<file path="src/rtl/demorgan_sweep_ctrl.sv">
// demorgan_sweep_ctrl: steps a 2-bit De Morgan gate unit through all 16 A/B vectors,
// waits SETTLE cycles per vector, then checks o1/o2 (NOR) and p1/p2 (NAND) and tallies failures.
module demorgan_sweep_ctrl #(
   parameter int SETTLE = 2
) (
   input  logic       clk,
   input  logic       rst_n,
   input  logic       start,
   input  logic       abort,
   input  logic [1:0] o1,
   input  logic [1:0] o2,
   input  logic [1:0] p1,
   input  logic [1:0] p2,
   output logic [1:0] a_out,
   output logic [1:0] b_out,
   output logic       busy,
   output logic       done,
   output logic       pass,
   output logic [4:0] err_count,
   output logic       fail_valid,
   output logic [3:0] first_fail
);
   typedef enum logic [1:0] {IDLE, DRIVE, CHECK, DONE} state_t;
   state_t     state_q, state_d;
   logic [3:0] idx_q, idx_d, cnt_q, cnt_d, ff_q, ff_d;
   logic [4:0] err_q, err_d;
   logic       fv_q, fv_d, pass_q, pass_d, done_q, done_d, busy_q, busy_d;
   logic [1:0] nor_g, nand_g;
   logic       bad;

   always_comb begin
      nor_g  = ~(idx_q[3:2] | idx_q[1:0]);
      nand_g = ~(idx_q[3:2] & idx_q[1:0]);
      bad    = (o1 != nor_g) || (o2 != nor_g) || (p1 != nand_g) || (p2 != nand_g);
      state_d = state_q;
      idx_d   = idx_q;
      cnt_d   = cnt_q;
      err_d   = err_q;
      fv_d    = fv_q;
      ff_d    = ff_q;
      pass_d  = pass_q;
      case (state_q)
         IDLE: begin
            if (start) begin
               state_d = DRIVE;
               idx_d   = 4'd0;
               cnt_d   = 4'd0;
               err_d   = 5'd0;
               fv_d    = 1'b0;
               ff_d    = 4'd0;
               pass_d  = 1'b0;
            end
         end
         DRIVE: begin
            if (abort) state_d = IDLE;
            else if (cnt_q == 4'(SETTLE - 1)) state_d = CHECK;
            else cnt_d = cnt_q + 4'd1;
         end
         CHECK: begin
            // an aborted CHECK leaves the tally untouched, so its vector is not counted
            if (abort) state_d = IDLE;
            else begin
               if (bad) begin
                  err_d = err_q + 5'd1;
                  if (!fv_q) begin
                     fv_d = 1'b1;
                     ff_d = idx_q;
                  end
               end
               if (idx_q == 4'd15) begin
                  state_d = DONE;
                  pass_d  = (err_d == 5'd0);
               end else begin
                  state_d = DRIVE;
                  idx_d   = idx_q + 4'd1;
                  cnt_d   = 4'd0;
               end
            end
         end
         DONE:    state_d = IDLE;
         default: state_d = IDLE;
      endcase
      busy_d = (state_d == DRIVE) || (state_d == CHECK);
      done_d = (state_d == DONE);
   end

   always_ff @(posedge clk or negedge rst_n) begin
      if (!rst_n) begin
         state_q <= IDLE;
         idx_q   <= 4'd0;
         cnt_q   <= 4'd0;
         err_q   <= 5'd0;
         fv_q    <= 1'b0;
         ff_q    <= 4'd0;
         pass_q  <= 1'b0;
         done_q  <= 1'b0;
         busy_q  <= 1'b0;
      end else begin
         state_q <= state_d;
         idx_q   <= idx_d;
         cnt_q   <= cnt_d;
         err_q   <= err_d;
         fv_q    <= fv_d;
         ff_q    <= ff_d;
         pass_q  <= pass_d;
         done_q  <= done_d;
         busy_q  <= busy_d;
      end
   end

   assign a_out      = idx_q[3:2];
   assign b_out      = idx_q[1:0];
   assign busy       = busy_q;
   assign done       = done_q;
   assign pass       = pass_q;
   assign err_count  = err_q;
   assign fail_valid = fv_q;
   assign first_fail = ff_q;
endmodule

</file>
<file path="config.mk">
export PLATFORM = sky130hd
export DESIGN_NAME = demorgan_sweep_ctrl
export DESIGN_NICKNAME = d
export VERILOG_FILES = /design/src/rtl/demorgan_sweep_ctrl.sv
export SDC_FILE = /design/constraint.sdc
export NUM_CORES = 1
export LEC_CHECK = 0
export ABC_AREA = 1
export CORE_ASPECT_RATIO = 1.75
export CORE_MARGIN = 1.5
export CORE_UTILIZATION = 47
export CTS_CLUSTER_DIAMETER = 100
export DETAILED_ROUTE_END_ITERATION = 10
export GPL_ROUTABILITY_DRIVEN = 0
export PLACE_DENSITY = 0.74
export RECOVER_POWER = 100
export REMOVE_ABC_BUFFERS = 1
export SYNTH_ARGS = -nofsm -noshare
export SYNTH_HDL_FRONTEND = slang
export SYNTH_SLANG_ARGS = --single-unit
</file>
<file path="constraint.sdc">
create_clock -name clk -period 5.43 [get_ports clk]
set_clock_uncertainty 0.2 [all_clocks]
set_input_delay 0.8145 -clock clk [delete_from_list [all_inputs] [get_ports clk]]
set_output_delay 0.8145 -clock clk [all_outputs]
set_load 0.03 [all_outputs]
</file>
==> reports/qor.txt, run 1 <==
largest net degree at the start of global routing = 24
Vias = 1272
simple-gate portion of the synthesized area = 33.7%
CP Launch Type = input pin
violated checks = DRC
clk buf depth = 2
most frequent cells in the layout = nand2_1, inv_1, dfrtp_1
antenna-violating nets left = 0
CTS tree = done
# fillers = 269
core area = 2900 um2
Die Y = 75.6 um
post-synthesis mux area share = 0.707%
r2r endpoint = busy
Syn. warnings = 0
worst slew pin tran = 1.06 ns
CP Launch Point = abort
Pleak = 0.911 nW
unrepaired setup endpoints after global routing = no
CTS H-tree lvls = 1
reg-to-reg slack, setup = 2.51 ns
hpwl dp = 2.33 mm
antenna violations before repair = 0
Tcrit/Tclk final = 64.4%
Starting Density = 48.9%
area added between synthesis and finish = 21.8%
CP required = 5.38 ns
crit path capture type = flop
final setup TNS = 0 ns
Final Max Slew Viols = 0
Power Total = 521 uW
Num CTS Buffers = 3
layout cell share with drive strength beyond 1 = 7.11%
grt ovf = 0
status = finished, violations left
synthesized-area fraction occupied by adder cells = 4.42%
clock sinks = 23
Die Wd = 44.5 um
Synth Area in Compound Gates = 10.2%
Max Fclk = 286 MHz
Tmin final = 3.50 ns
Final #Nets = 229
number of synthesized flops with an enable pin = 0
Slew HR = 29.3%
gate count after technology mapping = 179
I/O pins = 29
Via density = 5.32
Post-Route WL = 2.94 mm
DRC violations left = 4
Critical Path End = busy
drt initial violations = 40
post-synthesis area per instance = 7.91 um2
FF-to-FF path depth = 10
die area = 3360 um2
Max-Cap Viols = 0
Crit Reg-Reg Startpoint = state_q[1]
Clock Pin Slew Worst Setup and Hold Paths = 0.08 ns
Final Hold Fails = 0
Hold Path Class = flop to flop
final setup violation count = 0
first-pass GRT wire length = 4.98 mm
cts-stage hold buffer count = 0
CP Data Arrival Time = 3.45 ns
post_cts resized = 0
main combinational cell family by area after synthesis = simple AND/OR/NAND/NOR gates
clk root buf = clkbuf_8
diode count = 0
clk_lat worst skew = 0.27 ns
Pwr Density = 302 nW/um2
Post-Synth XOR/XNOR Area = 2.48%
asr flop ratio synth = 100%
critical path type = input pin to flop
maximum VDD drop = 0.231 mV
Seq/Total Area, Yosys = 40.7%
DR pass1 iterations = 8
I/O Buffers = 28
commonest non-fill, non-tap cell in the layout = nand2_1
post-synth cell types = 27
Synth Flop Type = dfrtp_1
Mapped Area = 1420 um2
worst-path maximum fanout = 7
vias in the first global route = 1220
GR Util All Layers = 19.8%
register bit total from synthesis = 23
post-CTS setup buffer count = 0
std cell rows = 26
wire per inst = 12.3 um
-- registers in the layout (all words and copies together), names as in the netlist --
register	flops
cnt_q	4
busy	1
fail_valid	1
done	1
idx_q	4
state_q	2
pass	1
first_fail	4
err_count	5
-- per-stage QoR --
stage	hold slack (ns)	utilization (%)	cell area, um2	instances	setup WS (ns)
after CTS	0.305	61.5	1780	239	2.80
final	0.292	59.5	1720	239	1.93
after floorplan	0.303	-	1420	179	3.20
after global placement	0.268	59.8	1730	235	2.61
after global routing	0.321	59.5	1720	239	1.74
after detailed placement	0.286	59.8	1730	235	2.52
-- synth_stat cells (3+ instances only) --
| library cell | instances | share of area [%] |
|---|---|---|
| o22ai_1 | 4 | 1.8 |
| nor2_1 | 9 | 2.4 |
| nand2_2 | 3 | 1.3 |
| ha_1 | 5 | 4.4 |
| nand4_1 | 6 | 2.7 |
| xor2_1 | 4 | 2.5 |
| nor2_4 | 3 | 2.4 |
| nand3_1 | 15 | 5.3 |
| dfrtp_1 | 23 | 41 |
| o21ai_0 | 12 | 4.2 |
| nand2_1 | 52 | 14 |
| inv_2 | 3 | 0.80 |
| inv_1 | 25 | 6.6 |
-- cell families (layout without fill, tap and decap cells) --
| kind of cell | after synthesis | count (layout) |
|---|---|---|
| AO/OA/AOI/OAI | 21 | 21 |
| XOR/XNOR | 4 | 4 |
| adder cells (fa/ha/maj) | 5 | 5 |
| buffers and inverters | 29 | 61 |
| flip-flops | 23 | 23 |
| multiplexers | 1 | 1 |
| AND/OR/NAND/NOR | 96 | 96 |
-- worst max-delay path, cell delays in order --
cell,delay [ns]
dlygate4sd3_1,0.61
inv_1,0.06
nand2_1,0.19
nand2_1,0.21
o21ai_0,0.86
inv_4,0.07
nand2_1,0.14
and3_1,0.15
inv_1,0.05
ha_1,0.28
-- report_power, final --
group | leakage [nW] | switching (mW) | internal, mW | total (mW)
Sequential | 0.315 | 0.0244 | 0.193 | 0.218
Combinational | 0.574 | 0.128 | 0.0665 | 0.195
Clock | 0.0217 | 0.0563 | 0.0520 | 0.108
Total | 0.911 | 0.209 | 0.312 | 0.521
-- area by class of cell --
class	count	area, um2	share of cell area [%]
multi-input combinational	127	672	39.0
inverter	29	111	6.46
clock inverter	1	7.51	0.436
timing repair buffer	28	280	16.3
sequential	23	576	33.4
clock buffer	3	41.3	2.40
tap	28	35.0	2.03
-- per-layer routing --
layer | share of wire [%] | track usage, % | routed length, um | vias to the layer above
met3 | 2.9 | 2.61 | 84 | 5
li1 | - | - | - | 644
met4 | 1.6 | 8.42 | 48 | 0
met2 | 54 | 35.1 | 1590 | 24
met5 | 0 | 0 | 0 | -
met1 | 41 | 23.4 | 1220 | 599
-- worst min-delay path by stage --
stage | startpoint | endpoint | slack [ns] | cells past startpoint
after global placement | first_fail[0] | first_fail[0] | 0.27 | 2
after CTS | pass | pass | 0.30 | 2
after global routing | pass | pass | 0.32 | 2
after detailed placement | pass | pass | 0.29 | 2
final | pass | pass | 0.29 | 2
after floorplan | cnt_q[0] | cnt_q[0] | 0.30 | 1
Note: power is estimated with default switching activity, not from simulation.
==> run 2, diff against run 1 <==
--- a/config.mk
+++ b/config.mk
@@ -8,11 +8,11 @@
 export ABC_AREA = 1
 export CORE_ASPECT_RATIO = 1.75
 export CORE_MARGIN = 1.5
-export CORE_UTILIZATION = 47
+export CORE_UTILIZATION = 46
 export CTS_CLUSTER_DIAMETER = 100
 export DETAILED_ROUTE_END_ITERATION = 10
 export GPL_ROUTABILITY_DRIVEN = 0
-export PLACE_DENSITY = 0.74
+export PLACE_DENSITY = 0.76
 export RECOVER_POWER = 100
 export REMOVE_ABC_BUFFERS = 1
 export SYNTH_ARGS = -nofsm -noshare
==> constraint.sdc (replaced) <==
create_clock -name clk -period 2.9 [get_ports clk]
set_clock_uncertainty 0.2 [all_clocks]
set_input_delay 0.435 -clock clk [delete_from_list [all_inputs] [get_ports clk]]
set_output_delay 0.435 -clock clk [all_outputs]
set_load 0.03 [all_outputs]
==> reports/qor.txt, run 2 (synthesis gave the netlist of run 1 again) <==
status = finished, final reports clean
Final Hold Fails = 0
Clock Pin Slew Worst Setup and Hold Paths = 0.08 ns
clock sinks = 23
wl on met1 = 1.12 mm
vias in the first global route = 1225
Hold Slack = 0.283 ns
FF-to-FF path depth = 12
hpwl dp = 2.26 mm
antenna violations before repair = 0
grt ovf = 0
DR pass1 iterations = 5
area added between synthesis and finish = 22.8%
Die Y = 76.4 um
Hold Path Class = flop to flop
post_cts resized = 0
die area = 3430 um2
met2 WL = 1.60 mm
crit path capture type = flop
Tmin final = 2.35 ns
layout cell share with drive strength beyond 1 = 7.55%
max FFs per register = 5
Starting Density = 48.3%
Tcrit/Tclk final = 81.0%
top sig layer = met4
I/O pins = 29
clk root buf = clkbuf_8
Via density = 5.15
Post-Route WL = 2.80 mm
Pleak = 0.918 nW
antenna-violating nets left = 0
core area = 2930 um2
r2r endpoint = busy
diode count = 0
critical path type = flop to flop
worst hold path stage count = 2
largest net degree at the start of global routing = 24
unrepaired setup endpoints after global routing = no
GR Util All Layers = 18.7%
post-CTS setup buffer count = 0
CTS H-tree lvls = 1
final setup violation count = 0
Num CTS Buffers = 3
std cell rows = 26
DRC violations left = 0
Crit Reg-Reg Startpoint = idx_q[0]
final setup TNS = 0 ns
reg-to-reg slack, setup = 0.55 ns
Die Wd = 44.9 um
commonest non-fill, non-tap cell in the layout = nand2_1
most frequent cells in the layout = nand2_1, inv_1, dfrtp_1
Max Fclk = 425 MHz
Final Max Slew Viols = 0
wire per inst = 11.7 um
Final #Nets = 230
CP required = 2.84 ns
I/O Buffers = 28
worst slew pin tran = 1.22 ns
DR WL met3 = 56 um
cts-stage hold buffer count = 0
worst-path maximum fanout = 8
Max-Cap Viols = 0
hold wc startpoint = first_fail[3]
clk buf depth = 2
Vias = 1236
first-pass GRT wire length = 5.03 mm
CTS tree = done
drt initial violations = 21
Slew HR = 18.5%
CP Launch Type = flop
Pwr Density = 552 nW/um2
clk_lat worst skew = 0.26 ns
maximum VDD drop = 0.326 mV
CP Data Arrival Time = 2.29 ns
Endpoint, Worst Hold = first_fail[3]
[run 2: layer usage]
layer  vias to the layer above  GRT usage [%]
met5                         -              0
met3                         2           2.13
li1                        644              -
met2                        22           33.3
met1                       568           21.6
met4                         0           6.76
[run 2: how the worst max path moves through the flow]
| stage | startpoint | end | slack, ns |
|---|---|---|---|
| floorplan | idx_q[1] | busy | 0.67 |
| detailed placement | abort | busy | 0.41 |
| global route | o2[0] | pass | 0.31 |
| finish | idx_q[0] | busy | 0.55 |
| CTS | idx_q[0] | busy | 0.61 |
| global placement | abort | busy | 0.46 |
[run 2: where the power goes]
group / switching, mW / leakage, nW / internal, mW
registers: 0.0450 / 0.315 / 0.362
logic: 0.234 / 0.580 / 0.124
clock network: 0.0949 / 0.0228 / 0.0978
total: 0.374 / 0.918 / 0.584
[run 2: area by class of cell]
type                    count  area, um2
inverters                  29        111
fillers                   267       1190
well taps                  28       35.0
multi-input cells         127        687
flip-flops and latches     23        576
repair buffers             29        284
clock buffers               4       45.0
[run 2: metrics by stage]
stage | utilization (%) | total power, mW | worst slack, ns | cells | cell area (um2)
finish | 59.4 | 0.959 | 0.550 | 240 | 1740
CTS | 60.9 | 1.03 | 0.614 | 240 | 1780
global route | 59.4 | 1.03 | 0.309 | 240 | 1740
floorplan | - | 0.707 | 0.668 | 179 | 1420
detailed placement | 59.4 | 0.828 | 0.413 | 236 | 1740
global placement | 59.4 | 0.811 | 0.458 | 236 | 1740
[run 2: worst max-delay path, stage by stage, from the launching register on]
cell and delay, ns:
dfrtp_1 0.50, ha_1 0.22, nand2_1 0.07, nor2_1 0.16, nand2_1 0.10, o21ai_0 0.09
clkinv_1 0.15, o21ai_4 0.11, inv_4 0.06, nand2_1 0.09, and3_1 0.15, inv_1 0.05
ha_1 0.29
